===== src/rtl/izh_burst_scheduler.sv =====
// Burst scheduler: captures Izhikevich spike events, emits first spike at once and
// replays remaining burst spikes on time_ref ticks through an output AER FIFO.
module izh_burst_scheduler #(
  parameter int N_ADDR     = 8,
  parameter int SLOTS      = 4,
  parameter int FIFO_DEPTH = 4
) (
  input  logic              CLK,
  input  logic              RST,
  input  logic              neur_event_valid,
  input  logic [N_ADDR-1:0] neur_addr,
  input  logic [6:0]        neur_event,
  input  logic              time_ref,
  output logic              sched_ready,
  output logic              burst_end,
  output logic [N_ADDR-1:0] burst_end_addr,
  output logic              spk_out_valid,
  output logic [N_ADDR-1:0] spk_out_addr,
  input  logic              spk_out_ready,
  output logic              ovfl_err
);

  localparam int PW = $clog2(FIFO_DEPTH);
  localparam int CW = PW + 1;
  localparam int SW = (SLOTS > 1) ? $clog2(SLOTS) : 1;

  logic [N_ADDR-1:0] fifo_mem [FIFO_DEPTH];
  logic [PW-1:0]     wr_ptr, rd_ptr;
  logic [CW-1:0]     count;

  logic              slot_act [SLOTS];
  logic              slot_due [SLOTS];
  logic [N_ADDR-1:0] slot_addr [SLOTS];
  logic [2:0]        slot_rem [SLOTS];
  logic [2:0]        slot_isi [SLOTS];
  logic [2:0]        slot_cnt [SLOTS];

  logic              capture, accept, drain, push, pop, full;
  logic              free_found, due_found;
  logic [SW-1:0]     free_idx, due_idx;
  logic [2:0]        extra, isi_in;
  logic [N_ADDR-1:0] push_data;

  always_comb begin
    free_found = 1'b0;
    free_idx   = '0;
    due_found  = 1'b0;
    due_idx    = '0;
    for (int unsigned i = 0; i < SLOTS; i++) begin
      if (!free_found && !slot_act[i]) begin
        free_found = 1'b1;
        free_idx   = SW'(i);
      end
      if (!due_found && slot_act[i] && slot_due[i]) begin
        due_found = 1'b1;
        due_idx   = SW'(i);
      end
    end
  end

  always_comb begin
    full        = (count == CW'(FIFO_DEPTH));
    sched_ready = !full && free_found;
    capture     = neur_event_valid && neur_event[6];
    accept      = capture && sched_ready;
    extra       = neur_event[5:3];
    isi_in      = (neur_event[2:0] == 3'd0) ? 3'd1 : neur_event[2:0];
    // Any capture, even a dropped one, blocks drain so burst_end never collides.
    drain       = !capture && due_found && !full;
    push        = accept || drain;
    push_data   = accept ? neur_addr : slot_addr[due_idx];
    pop         = (count != '0) && spk_out_ready;
  end

  assign spk_out_valid = (count != '0);
  assign spk_out_addr  = fifo_mem[rd_ptr];

  always_ff @(posedge CLK) begin
    if (RST) begin
      wr_ptr         <= '0;
      rd_ptr         <= '0;
      count          <= '0;
      burst_end      <= 1'b0;
      burst_end_addr <= '0;
      ovfl_err       <= 1'b0;
      for (int unsigned i = 0; i < FIFO_DEPTH; i++) fifo_mem[i] <= '0;
      for (int unsigned i = 0; i < SLOTS; i++) begin
        slot_act[i]  <= 1'b0;
        slot_due[i]  <= 1'b0;
        slot_addr[i] <= '0;
        slot_rem[i]  <= '0;
        slot_isi[i]  <= '0;
        slot_cnt[i]  <= '0;
      end
    end else begin
      burst_end <= 1'b0;

      for (int unsigned i = 0; i < SLOTS; i++) begin
        if (time_ref && slot_act[i] && !slot_due[i]) begin
          if (slot_cnt[i] == 3'd1) slot_due[i] <= 1'b1;
          else                     slot_cnt[i] <= slot_cnt[i] - 3'd1;
        end
      end

      if (capture) begin
        if (!sched_ready) begin
          ovfl_err       <= 1'b1;
          burst_end      <= 1'b1;
          burst_end_addr <= neur_addr;
        end else if (extra == 3'd0) begin
          burst_end      <= 1'b1;
          burst_end_addr <= neur_addr;
        end else begin
          slot_act[free_idx]  <= 1'b1;
          slot_due[free_idx]  <= 1'b0;
          slot_addr[free_idx] <= neur_addr;
          slot_rem[free_idx]  <= extra;
          slot_isi[free_idx]  <= isi_in;
          slot_cnt[free_idx]  <= isi_in;
        end
      end

      if (drain) begin
        slot_rem[due_idx] <= slot_rem[due_idx] - 3'd1;
        slot_cnt[due_idx] <= slot_isi[due_idx];
        slot_due[due_idx] <= 1'b0;
        if (slot_rem[due_idx] == 3'd1) begin
          slot_act[due_idx] <= 1'b0;
          burst_end         <= 1'b1;
          burst_end_addr    <= slot_addr[due_idx];
        end
      end

      if (push) begin
        fifo_mem[wr_ptr] <= push_data;
        wr_ptr           <= wr_ptr + PW'(1);
      end
      if (pop) rd_ptr <= rd_ptr + PW'(1);
      count <= count + CW'(push) - CW'(pop);
    end
  end

endmodule


===== config.mk =====
export PLATFORM = sky130hd
export DESIGN_NAME = izh_burst_scheduler
export DESIGN_NICKNAME = d
export VERILOG_FILES = /design/src/rtl/izh_burst_scheduler.sv
export SDC_FILE = /design/constraint.sdc
export NUM_CORES = 1
export LEC_CHECK = 0
export BUFFER_PORTS_ARGS = -buffer_cell sky130_fd_sc_hd__buf_2
export CAP_MARGIN = 20
export CORE_ASPECT_RATIO = 1.4
export CORE_MARGIN = 4
export CORE_UTILIZATION = 45
export CTS_CLUSTER_SIZE = 24
export DETAILED_ROUTE_END_ITERATION = 8
export GPL_ROUTABILITY_DRIVEN = 0
export SETUP_SLACK_MARGIN = 0.2
export SLEW_MARGIN = 20
export SYNTH_ARGS = -nofsm -noshare
export SYNTH_HDL_FRONTEND = slang
export SYNTH_SLANG_ARGS = --single-unit
export TNS_END_PERCENT = 10

===== constraint.sdc =====
create_clock -name CLK -period 2.9 [get_ports CLK]
set_clock_uncertainty 0.2 [all_clocks]
set_input_delay 0 -clock CLK [delete_from_list [all_inputs] [get_ports CLK]]
set_output_delay 0 -clock CLK [all_outputs]
set_load 0.02 [all_outputs]

==> key figures, run 1 <==
Global routing
  • Total grt overflow: 0
  • Antenna violations before repair: 0
  • First-pass GRT wire length: 25420 microns
  • Largest net degree at the start of global routing: 25
  • GR Util All Layers: 0.2119
  • Vias in the first global route: 4765

STA
  • Fin crit period: 2.699 ns
  • RSZ-0062 raised after global routing: yes
  • Fmax: 370.5 MHz
  • Total negative slack: 0 ns
  • Setup-failing EPs final: 0
  • Tcrit/Tclk final: 0.9307
  • Final Hold Vio Count: 0
  • Final Worst Setup Slack: 0.2008 ns
  • Slew Viols, Final: 0
  • Tightest Pin Transition: 0.7962 ns
  • Max-Slew Margin vs Limit: 0.4625

Clock network
  • TritonCTS buffer count: 17
  • Clk_lat worst skew: 0.41 ns
  • CTS sink cnt: 127
  • CTS tree: yes
  • Root Driver: clkbuf_16
  • CTS HTree Levels: 4
  • CTS clk-pin slew, worst paths: 0.06 ns
  • Max Root-Sink Buffers: 2

Routing
  • First drt pass iteration count: 5
  • Final WL: 16540 microns
  • Vias/cell: 5.595
  • DRT iter0 DRCs: 316
  • DRC viols: 0
  • DR WL/cell: 19.76 microns
  • ANT nets after route: 0
  • Routed vias: 4683

Worst setup path
  • End of the worst register-to-register path: slot_act[0]$_SDFFCE_PN0P_
  • Startpoint types: flop
  • End of the critical path: slot_act[0]$_SDFFCE_PN0P_
  • FF-to-FF setup slack: 0.20 ns
  • Crit. End Element: flop
  • Worst EP required: 2.82 ns
  • Critical path launch point: slot_act[1]$_SDFFCE_PN0P_
  • Worst Reg2Reg Path Length in Cells: 11
  • RR Startpoint: slot_act[1]$_SDFFCE_PN0P_
  • Arrival time at the worst endpoint: 2.62 ns
  • WS Path Type: reg -> reg
  • Crit path max fanout: 8

Power and ir drop
  • Leak: 3.116 nW
  • Power density over the cells: 701.9 nW/um^2
  • Total power: 5.619 mW
  • Psw: 1.499 mW
  • Clock group share of total power: 0.423
  • Internal power: 4.120 mW
  • Gate power share: 0.172
  • Sw frac: 0.2668
  • Worst IR Drop VDD: 0.4210 mV
  • Sequential Power Share: 0.405

Place
  • Buffers on Ports: 39
  • Dpl hpwl: 11690 microns
  • Post-place setup slack: 0.2008 ns
  • Placed cells: 777

Floorplan
  • Die area: 16120 sq um
  • Initial Util: 0.4571
  • Core Footprint: 13910 sq um
  • IO Pins: 40
  • # rows: 51
  • DIE HEIGHT: 148.7 microns
  • Die width: 108.5 microns

Yosys
  • Syn avg cell area: 11.73 sq um
  • Unique masters post-synth: 67
  • Area leader, netlist: edfxtp_1
  • Synth top area share: 0.4911
  • Number of flops mapped to enable cells by yosys: 104
  • Top post-synthesis cells by area: edfxtp_1, dfxtp_1, and2_1, nor2_1, mux4_2
  • Post-Syn Instances: 542
  • Async SR Flop Fraction: 0
  • Post-synth top flop: edfxtp_1
  • Sequential area share after synthesis: 0.5636
  • Most common cell in the synthesized netlist: edfxtp_1
  • Most frequent cells after synthesis: edfxtp_1, nor2_1, and2_1
  • Synth Net Count: 575
  • Synthesized flop and latch total: 127
  • Mapped Area: 6359 sq um
  • Ys Warns: 0

Layout
  • FILL cells: 1175
  • Diode count: 0
  • Area Growth Syn to Fin: 25.90%
  • Layout net count: 673
  • Share of cells above drive strength 1: 0.2853
  • Layout Cells excl Fill: 837

Flow run
  • Max Cap Viol: 0

Hold path
  • Worst Hold Class: in -> reg

Status
  • Status: finished, final reports clean
## power by group through the flow
stage / combinational, mW / clock (mW) / sequential, mW
finish: 0.967 / 2.38 / 2.27
global route: 1.05 / 2.50 / 2.30
CTS: 0.933 / 2.40 / 2.27
detailed placement: 0.906 / 0 / 2.31
global placement: 0.886 / 0 / 2.30
floorplan: 0.657 / 0 / 2.26
## repair_timing
item | CTS | global route
endpoints found under the hold margin | 117 | 0
setup endpoints to repair | 1 | 36
resized for setup | 2 | 34
hold buffers | 19 | 0
setup buffers | 0 | 10
pin swaps | 0 | 13
## critical path: stages, from the launching register on
cell and delay, ns:
edfxtp_1 0.38, buf_4 0.19, a22oi_2 0.25, o21ai_2 0.12
nand2_1 0.11, nand3_2 0.08, nand2_2 0.10, ha_4 0.13
nand4_1 0.15, a21o_1 0.30, o21a_1 0.25, o21ai_2 0.14
## layout make-up
class                      instances  area (sq um)  area share
sequential                       127          3586      0.4480
clock buffer                      17         425.4     0.05314
multi-input combinational        363          2655      0.3317
tap                              185         231.5     0.02892
inverter                          23         86.33     0.01078
timing repair buffer             108         795.8     0.09941
clock inverter                    14         225.2     0.02813
## stage by stage
stage                     hold slack (ns)  area, sq um    util
after global routing               0.2280         8005  0.5755
after floorplan                 -0.001847         6364       -
final                              0.1984         8005  0.5755
after global placement            0.07267         6943  0.4991
after CTS                          0.1768         7796  0.5604
after detailed placement          0.06604         6943  0.4991
## worst min-delay path by stage
stage                       from                       endpoint  depth (start not counted)
finish                       RST         wr_ptr[0]$_SDFFE_PP0P_                          3
global route                 RST         wr_ptr[1]$_SDFFE_PP0P_                          3
CTS                          RST         wr_ptr[0]$_SDFFE_PP0P_                          3
floorplan           neur_addr[0]  slot_addr[0][0]$_SDFFCE_PN0P_                          1
detailed placement           RST         wr_ptr[1]$_SDFFE_PP0P_                          2
global placement             RST         wr_ptr[1]$_SDFFE_PP0P_                          2
## cells by family (layout without fill, tap and decap cells)
| logic type | after synthesis | count (layout) | share of synthesized area |
|---|---|---|---|
| and+or+nand+nor | 207 | 207 | 0.1739 |
| DFF | 127 | 127 | 0.5636 |
| AOI/OAI and AO/OA | 105 | 105 | 0.1175 |
| buffers and inverters | 52 | 162 | 0.03955 |
| muxes | 28 | 28 | 0.06493 |
| adders and majority gates | 13 | 13 | 0.02676 |
| xor gates and xnor gates | 10 | 10 | 0.01378 |
## per-layer routing
metal | vias to the layer above | track usage | part of all wire
met1 | 2285 | 0.2396 | 0.39
met3 | 48 | 0.05254 | 0.046
met2 | 161 | 0.3713 | 0.53
met5 | - | 0 | 0
li1 | 2189 | - | -
met4 | 0 | 0.09855 | 0.039
## flip-flops by register name, indices dropped and copies added (netlist names), 3 cells and up, named ones only
name	count
burst_end_addr	8
count	3
fifo_mem	32
slot_act	4
slot_addr	32
slot_cnt	12
slot_due	4
slot_isi	12
slot_rem	12
## placed cells by master, fill, tap and decap left out, drive strengths merged, types with 3 or more instances in the layout
cell type / n
nor3: 8
nand2: 38
bufinv: 5
dlygate4sd3: 19
nor2b: 8
nand3: 17
nand4: 3
dfxtp: 23
a22oi: 5
clkbuf: 17
mux2i: 19
nor2: 62
a31oi: 7
a21oi: 23
a221o: 7
nor3b: 5
mux4: 8
a21o: 3
and2: 46
or2: 6
o21a: 4
o22ai: 16
nor4: 3
o21ai: 27
or3: 3
ha: 12
xnor2: 9
edfxtp: 104
buf: 89
inv: 30
or4: 4
(Power assumes the default switching activity.)
==> run 2, diff against run 1 <==
--- a/config.mk
+++ b/config.mk
@@ -5,6 +5,7 @@
 export SDC_FILE = /design/constraint.sdc
 export NUM_CORES = 1
 export LEC_CHECK = 0
+export ABC_AREA = 1
 export BUFFER_PORTS_ARGS = -buffer_cell sky130_fd_sc_hd__buf_2
 export CAP_MARGIN = 20
 export CORE_ASPECT_RATIO = 1.4
@@ -13,7 +14,7 @@
 export CTS_CLUSTER_SIZE = 24
 export DETAILED_ROUTE_END_ITERATION = 8
 export GPL_ROUTABILITY_DRIVEN = 0
-export SETUP_SLACK_MARGIN = 0.2
+export SETUP_SLACK_MARGIN = 0.3
 export SLEW_MARGIN = 20
 export SYNTH_ARGS = -nofsm -noshare
 export SYNTH_HDL_FRONTEND = slang
==> key figures, run 2 <==
Global routing
  • Vias in the first global route: 5068 (+6.4%)
  • Antenna violations before repair: 0 (unchanged)
  • GR Util All Layers: 0.2048 (-0.007089)
  • Total grt overflow: 0 (unchanged)
  • First-pass GRT wire length: 25140 microns (-1.1%)
  • Largest net degree at the start of global routing: 27 (+8.0%)

Yosys
  • Number of flops mapped to enable cells by yosys: 104 (unchanged)
  • Synth Net Count: 731 (+27%)
  • Synth top area share: 0.4946 (+0.003406)
  • Most frequent cells after synthesis: nor2_1, nand2_1, edfxtp_1
  • Syn avg cell area: 9.047 sq um (-23%)
  • Top post-synthesis cells by area: edfxtp_1, nor2_1, nand2_1, dfxtp_1, inv_1
  • Area leader, netlist: edfxtp_1
  • Post-synth top flop: edfxtp_1
  • Sequential area share after synthesis: 0.5675 (+0.003908)
  • Most common cell in the synthesized netlist: nor2_1
  • Unique masters post-synth: 41 (-39%)
  • Post-Syn Instances: 698 (+29%)
  • Async SR Flop Fraction: 0 (unchanged)
  • Mapped Area: 6315 sq um (-0.69%)
  • Ys Warns: 0 (unchanged)
  • Synthesized flop and latch total: 127 (unchanged)

Routing
  • Vias/cell: 5.103 (-8.8%)
  • Final WL: 15830 microns (-4.3%)
  • ANT nets after route: 0 (unchanged)
  • DR WL/cell: 16.13 microns (-18%)
  • DRT iter0 DRCs: 266 (-16%)
  • DRC viols: 0 (unchanged)
  • Routed vias: 5006 (+6.9%)
  • First drt pass iteration count: 5 (unchanged)

Worst setup path
  • WS Path Type: reg -> reg
  • Slowest stage cell, crit path: edfxtp_1
  • WP buf/inv: 1 (unchanged)
  • Crit path max fanout: 5 (-3)
  • Startpoint types: flop
  • Worst EP required: 2.82 ns (about the same)
  • Crit. End Element: flop
  • CP cell instances: nand2_4 -> nand2_2 -> a21oi_4 -> inv_2 -> a21oi_1 -> o21ai_1 -> nand2_1 -> ha_4 -> nor3b_4 -> nand2_4 -> nand2_1 -> nand3_1 -> nor2_1
  • Arrival time at the worst endpoint: 2.45 ns (-0.17 ns)
  • CP delay by family, top: simple AND/OR/NAND/NOR gates
  • Worst path max stage delay: 0.47 ns (+0.09 ns)

Power and ir drop
  • Internal power: 3.718 mW (-9.8%)
  • Clock group share of total power: 0.400 (-0.023)
  • Worst IR Drop VDD: 0.4013 mV (-4.7%)
  • Sequential Power Share: 0.425 (+0.020)
  • Gate power share: 0.175 (+0.003)
  • Leak: 3.420 nW (+9.8%)
  • Psw: 1.508 mW (+0.62%)
  • Sw frac: 0.2886 (+0.02181)
  • Power density over the cells: 682.4 nW/um^2 (-2.8%)

Floorplan
  • DIE HEIGHT: 148.2 microns (-0.33%)
  • Core Footprint: 13850 sq um (-0.46%)
  • # rows: 51 (unchanged)
  • Die width: 108.1 microns (-0.32%)
  • Initial Util: 0.4560 (-0.001056)
  • Die area: 16020 sq um (-0.65%)
  • IO Pins: 40 (unchanged)

Layout
  • Share of cells above drive strength 1: 0.1935 (-0.09181)
  • Area Growth Syn to Fin: 21.28%
  • Layout net count: 816 (+21%)
  • FILL cells: 1265 (+7.7%)
  • Commonest non-fill, non-tap cell in the layout: nor2_1
  • Largest registers: fifo_mem (32), slot_addr (32)
  • Commonest non-fill, non-tap cells in the layout: nor2_1, nand2_1, edfxtp_1
  • Diode count: 0 (unchanged)

STA
  • Max-Slew Margin vs Limit: 0.5645 (+0.1020)
  • Total negative slack: 0 ns (unchanged)
  • Fmax: 395.7 MHz (+6.8%)
  • RSZ-0062 raised after global routing: no
  • Setup-failing EPs final: 0 (unchanged)
  • Slew Viols, Final: 0 (unchanged)
  • Tcrit/Tclk final: 0.8715 (-0.05922)
  • Tightest Pin Transition: 0.6483 ns (-0.1479 ns)
  • Fin crit period: 2.527 ns (-0.1717 ns)
  • Worst hold slack: 0.1457 ns (-0.05264 ns)
  • Final Hold Vio Count: 0 (unchanged)

Hold path
  • Worst Hold Class: in -> reg

Flow run
  • Max Cap Viol: 0 (unchanged)

Place
  • Dpl hpwl: 11170 microns (-4.4%)
  • Buffers on Ports: 39 (unchanged)

Clock network
  • CTS clk-pin slew, worst paths: 0.06 ns (about the same)
  • CTS tree: yes
  • Max Root-Sink Buffers: 2 (unchanged)
  • Root Driver: clkbuf_16
  • TritonCTS buffer count: 17 (unchanged)
  • CTS sink cnt: 127 (unchanged)
  • Clk_lat worst skew: 0.42 ns (about the same)
  • CTS HTree Levels: 4 (unchanged)

Status
  • Status: finished, final reports clean
run 2: repair_timing:
| action | 4_1_cts | 5_1_grt |
|---|---|---|
| hold endpoints to repair | 81 | 0 |
| pin swaps | 1 | 6 |
| hold buffers | 21 | 0 |
| gates cloned | 0 | 1 |
| buffers inserted | 4 | 10 |
| endpoints found under the setup margin | 10 | 62 |
| gates resized for setup | 0 | 10 |
run 2: worst reg2reg max path, cell delays in order, from the launching register on:
cell	delay [ns]
edfxtp_1	0.47
nand2_4	0.15
nand2_2	0.09
a21oi_4	0.18
inv_2	0.07
a21oi_1	0.11
o21ai_1	0.11
nand2_1	0.17
ha_4	0.17
nor3b_4	0.20
nand2_4	0.06
nand2_1	0.06
nand3_1	0.07
nor2_1	0.11
run 2: logic make-up after synthesis:
| kind of cell | share of synthesized area |
|---|---|
| AO/OA/AOI/OAI | 0.08481 |
| flip-flops | 0.5675 |
| XOR/XNOR | 0.005549 |
| buffers and inverters | 0.06618 |
| AND/OR/NAND/NOR | 0.2491 |
| adder cells (fa/ha/maj) | 0.02695 |
run 2: final cells by class:
type                    count  area, sq um  share of cell area
clock buffers              20        478.0             0.06241
clock inverters            12        107.6             0.01405
inverters                  81        309.0             0.04035
multi-input cells         472         2364              0.3086
flip-flops and latches    127         3583              0.4679
well taps                 185        231.5             0.03022
repair buffers             84        585.6             0.07646
run 2: final timing paths:
kind | from | to | slack [ns] | cells after the start
setup / recovery | slot_act[0]$_SDFFCE_PN0P_ | slot_act[3]$_DFFE_PP_ | 0.37 | 13
hold / removal | neur_event_valid | burst_end$_SDFF_PP0_ | 0.15 | 6
setup reg to reg | slot_act[0]$_SDFFCE_PN0P_ | slot_act[3]$_DFFE_PP_ | 0.37 | 13
hold reg to reg | ovfl_err$_SDFFE_PP0P_ | ovfl_err$_SDFFE_PP0P_ | 0.28 | 2
run 2: layer usage:
metal | vias up | global-route usage | part of all wire
met5 | - | 0 | 0
met4 | 0 | 0.09476 | 0.029
met3 | 33 | 0.03213 | 0.033
met2 | 135 | 0.3917 | 0.55
met1 | 2371 | 0.2148 | 0.39
li1 | 2467 | - | -
run 2: power groups by stage:
| stage | clock network (mW) | logic, mW | registers, mW |
|---|---|---|---|
| after floorplan | 0 | 0.612 | 2.24 |
| after global placement | 0 | 0.845 | 2.25 |
| after detailed placement | 0 | 0.871 | 2.26 |
| after CTS | 2.11 | 0.904 | 2.22 |
| after global routing | 2.19 | 1.03 | 2.24 |
| final | 2.09 | 0.914 | 2.22 |
run 2: metrics by stage:
stage	std cells	setup slack, ns	utilization	power, mW	instance area, sq um
2_1_floorplan	698	0.3409	-	2.851	6320
3_3_place_gp	913	0.2382	0.4846	3.099	6710
3_5_place_dp	913	0.1698	0.4846	3.133	6710
4_1_cts	970	0.3160	0.5442	5.234	7536
5_1_grt	981	0.2415	0.5531	5.459	7659
6_report	981	0.3726	0.5531	5.226	7659
==> run 3, diff against run 2 <==
--- a/config.mk
+++ b/config.mk
@@ -10,7 +10,7 @@
 export CAP_MARGIN = 20
 export CORE_ASPECT_RATIO = 1.4
 export CORE_MARGIN = 4
-export CORE_UTILIZATION = 45
+export CORE_UTILIZATION = 35
 export CTS_CLUSTER_SIZE = 24
 export DETAILED_ROUTE_END_ITERATION = 8
 export GPL_ROUTABILITY_DRIVEN = 0
==> key figures, run 3 (same netlist as run 2, synthesis figures left out) <==
Worst setup path
  • Startpoint types: flop
  • Crit. End Element: flop
  • Slowest stage cell, crit path: edfxtp_1
  • Worst path max stage delay: 0.48 ns (about the same)
  • Worst EP required: 3.01 ns (+0.19 ns)
  • WS Path Type: reg -> reg
  • RR Startpoint: slot_act[1]$_SDFFCE_PN0P_
  • Arrival time at the worst endpoint: 2.55 ns (+0.10 ns)
  • Worst Reg2Reg Path Length in Cells: 14 (+1)
  • End of the worst register-to-register path: burst_end_addr[7]$_SDFF_PP0_
  • FF-to-FF setup slack: 0.46 ns (+0.09 ns)
  • CP cell instances: nand2_2 -> nand2_2 -> a21oi_4 -> buf_4 -> a21oi_1 -> o21ai_1 -> nand2_1 -> ha_4 -> nor3b_4 -> nand2_4 -> buf_4 -> nand3_1 -> nand2_1 -> nor2_1
  • Crit path max fanout: 17 (+12)

STA
  • Slew Viols, Final: 0 (unchanged)
  • Tcrit/Tclk final: 0.8405 (-0.03099)
  • Max-Slew Margin vs Limit: 0.5918 (+0.02728)
  • Total negative slack: 0 ns (unchanged)
  • RSZ-0062 raised after global routing: no
  • Fmax: 410.2 MHz (+3.7%)
  • Setup-failing EPs final: 0 (unchanged)
  • Tightest Pin Transition: 0.6109 ns (-0.03740 ns)
  • Fin crit period: 2.438 ns (-0.08987 ns)
  • Final Worst Setup Slack: 0.4624 ns (+0.08987 ns)
  • Final Hold Vio Count: 0 (unchanged)

Layout
  • Area Growth Syn to Fin: 22.77%
  • Layout net count: 816 (unchanged)
  • Layout Utilization: 0.4419 (-0.1112)
  • Diode count: 0 (unchanged)
  • Largest registers: fifo_mem (32), slot_addr (32)
  • Commonest non-fill, non-tap cells in the layout: nor2_1, nand2_1, edfxtp_1
  • Commonest non-fill, non-tap cell in the layout: nor2_1
  • Share of cells above drive strength 1: 0.1935 (unchanged)

Global routing
  • Largest net degree at the start of global routing: 29 (+7.4%)
  • Total grt overflow: 0 (unchanged)
  • Vias in the first global route: 4861 (-4.1%)
  • Antenna violations before repair: 0 (unchanged)
  • GR Util All Layers: 0.1577 (-0.04713)
  • First-pass GRT wire length: 24810 microns (-1.3%)

Routing
  • DRC viols: 0 (unchanged)
  • DR WL/cell: 14.98 microns (-7.1%)
  • First drt pass iteration count: 5 (unchanged)
  • ANT nets after route: 0 (unchanged)
  • DRT iter0 DRCs: 358 (+35%)
  • Final WL: 15460 microns (-2.3%)
  • Routed vias: 4920 (-1.7%)
  • Vias/cell: 4.767 (-6.6%)

Clock network
  • TritonCTS buffer count: 17 (unchanged)
  • CTS HTree Levels: 4 (unchanged)
  • Clk_lat worst skew: 0.42 ns (about the same)
  • Root Driver: clkbuf_16
  • CTS tree: yes
  • Max Root-Sink Buffers: 2 (unchanged)
  • CTS clk-pin slew, worst paths: 0.06 ns (about the same)
  • CTS sink cnt: 127 (unchanged)

Hold path
  • Worst Hold Class: in -> reg
  • Hold Path Origin: neur_event_valid
  • Hold Path End: burst_end$_SDFF_PP0_
  • Hold Path Stages: 6 (unchanged)

Floorplan
  • # rows: 57 (+12%)
  • DIE HEIGHT: 166.9 microns (+13%)
  • IO Pins: 40 (unchanged)
  • Die area: 20290 sq um (+27%)
  • Die width: 121.5 microns (+12%)
  • Core Footprint: 17540 sq um (+27%)
  • Initial Util: 0.3599 (-0.09611)

Power and ir drop
  • Power density over the cells: 691.6 nW/um^2 (+1.4%)
  • Worst IR Drop VDD: 0.4429 mV (+10%)
  • Leak: 3.436 nW (+0.47%)

Place
  • Buffers on Ports: 39 (unchanged)
  • Post-place setup slack: 0.3430 ns (+0.1732 ns)
  • Dpl hpwl: 11000 microns (-1.5%)

Status
  • Status: finished, final reports clean

Flow run
  • Max Cap Viol: 0 (unchanged)
[run 3: changes by cell type in the layout (fill, tap and decap cells not counted), moves of 2 or more]
cell | before | now
clkinvlp_4 | 3 | 1
buf_4 | 24 | 26
dlygate4sd3_1 | 21 | 19
inv_6 | 2 | 4
clkinv_2 | 4 | 2
clkbuf_8 | 2 | 0
bufinv_16 | 1 | 3
[run 3: cell type report]
| class | instances | area [sq um] |
|---|---|---|
| multi-input cells | 471 | 2355 |
| repair buffers | 85 | 600.6 |
| inverters | 81 | 309.0 |
| well taps | 236 | 295.3 |
| clock buffers | 18 | 429.2 |
| fillers | 1717 | 9792 |
| clock inverters | 14 | 180.2 |
| flip-flops and latches | 127 | 3583 |
[run 3: how the worst max path moves through the flow]
| stage | depth (start not counted) | slack, ns | start | to |
|---|---|---|---|---|
| floorplan | 14 | 0.34 | slot_act[1]$_SDFFCE_PN0P_ | slot_act[3]$_DFFE_PP_ |
| global placement | 11 | 0.36 | slot_act[1]$_SDFFCE_PN0P_ | count[2]$_SDFF_PP0_ |
| detailed placement | 10 | 0.34 | slot_act[2]$_SDFFCE_PN0P_ | count[2]$_SDFF_PP0_ |
| CTS | 13 | 0.32 | slot_act[1]$_SDFFCE_PN0P_ | slot_act[3]$_DFFE_PP_ |
| global route | 13 | 0.30 | slot_act[1]$_SDFFCE_PN0P_ | slot_act[3]$_DFFE_PP_ |
| finish | 14 | 0.46 | slot_act[1]$_SDFFCE_PN0P_ | burst_end_addr[7]$_SDFF_PP0_ |
[run 3: timing repair]
action                     4_1_cts  5_1_grt
hold endpoints to repair        86        0
hold buffers                    19        0
setup endpoints to repair        0       43
resized for setup                0       10
buffers inserted                 0       12
[run 3: per-layer routing]
layer	global-route usage	routed length, microns
met1	0.1881	6484
met2	0.2751	8170
met3	0.03223	541
met4	0.06290	265
met5	0	0
[run 3: power breakdown]
part	switching, mW	leakage [nW]	internal [mW]
registers	0.0699	1.27	2.13
logic	0.616	1.87	0.313
clock network	0.862	0.298	1.37
[run 3: critical path: cells and delay by family, from the launching register on]
kind            cells  cell delay, ns
fa+ha+maj           1            0.19
flops               1            0.48
simple gates        8            0.79
buf+inv             2            0.35
compound gates      3            0.30
[run 3: through the flow]
step	hold WS, ns	area, sq um	power [mW]	cells
finish	0.1389	7752	5.362	1032
detailed placement	0.1716	6824	3.135	969
global route	0.2024	7752	5.619	1032
global placement	0.1669	6824	3.126	969
floorplan	-0.02562	6320	2.851	698
CTS	0.1290	7624	5.369	1020
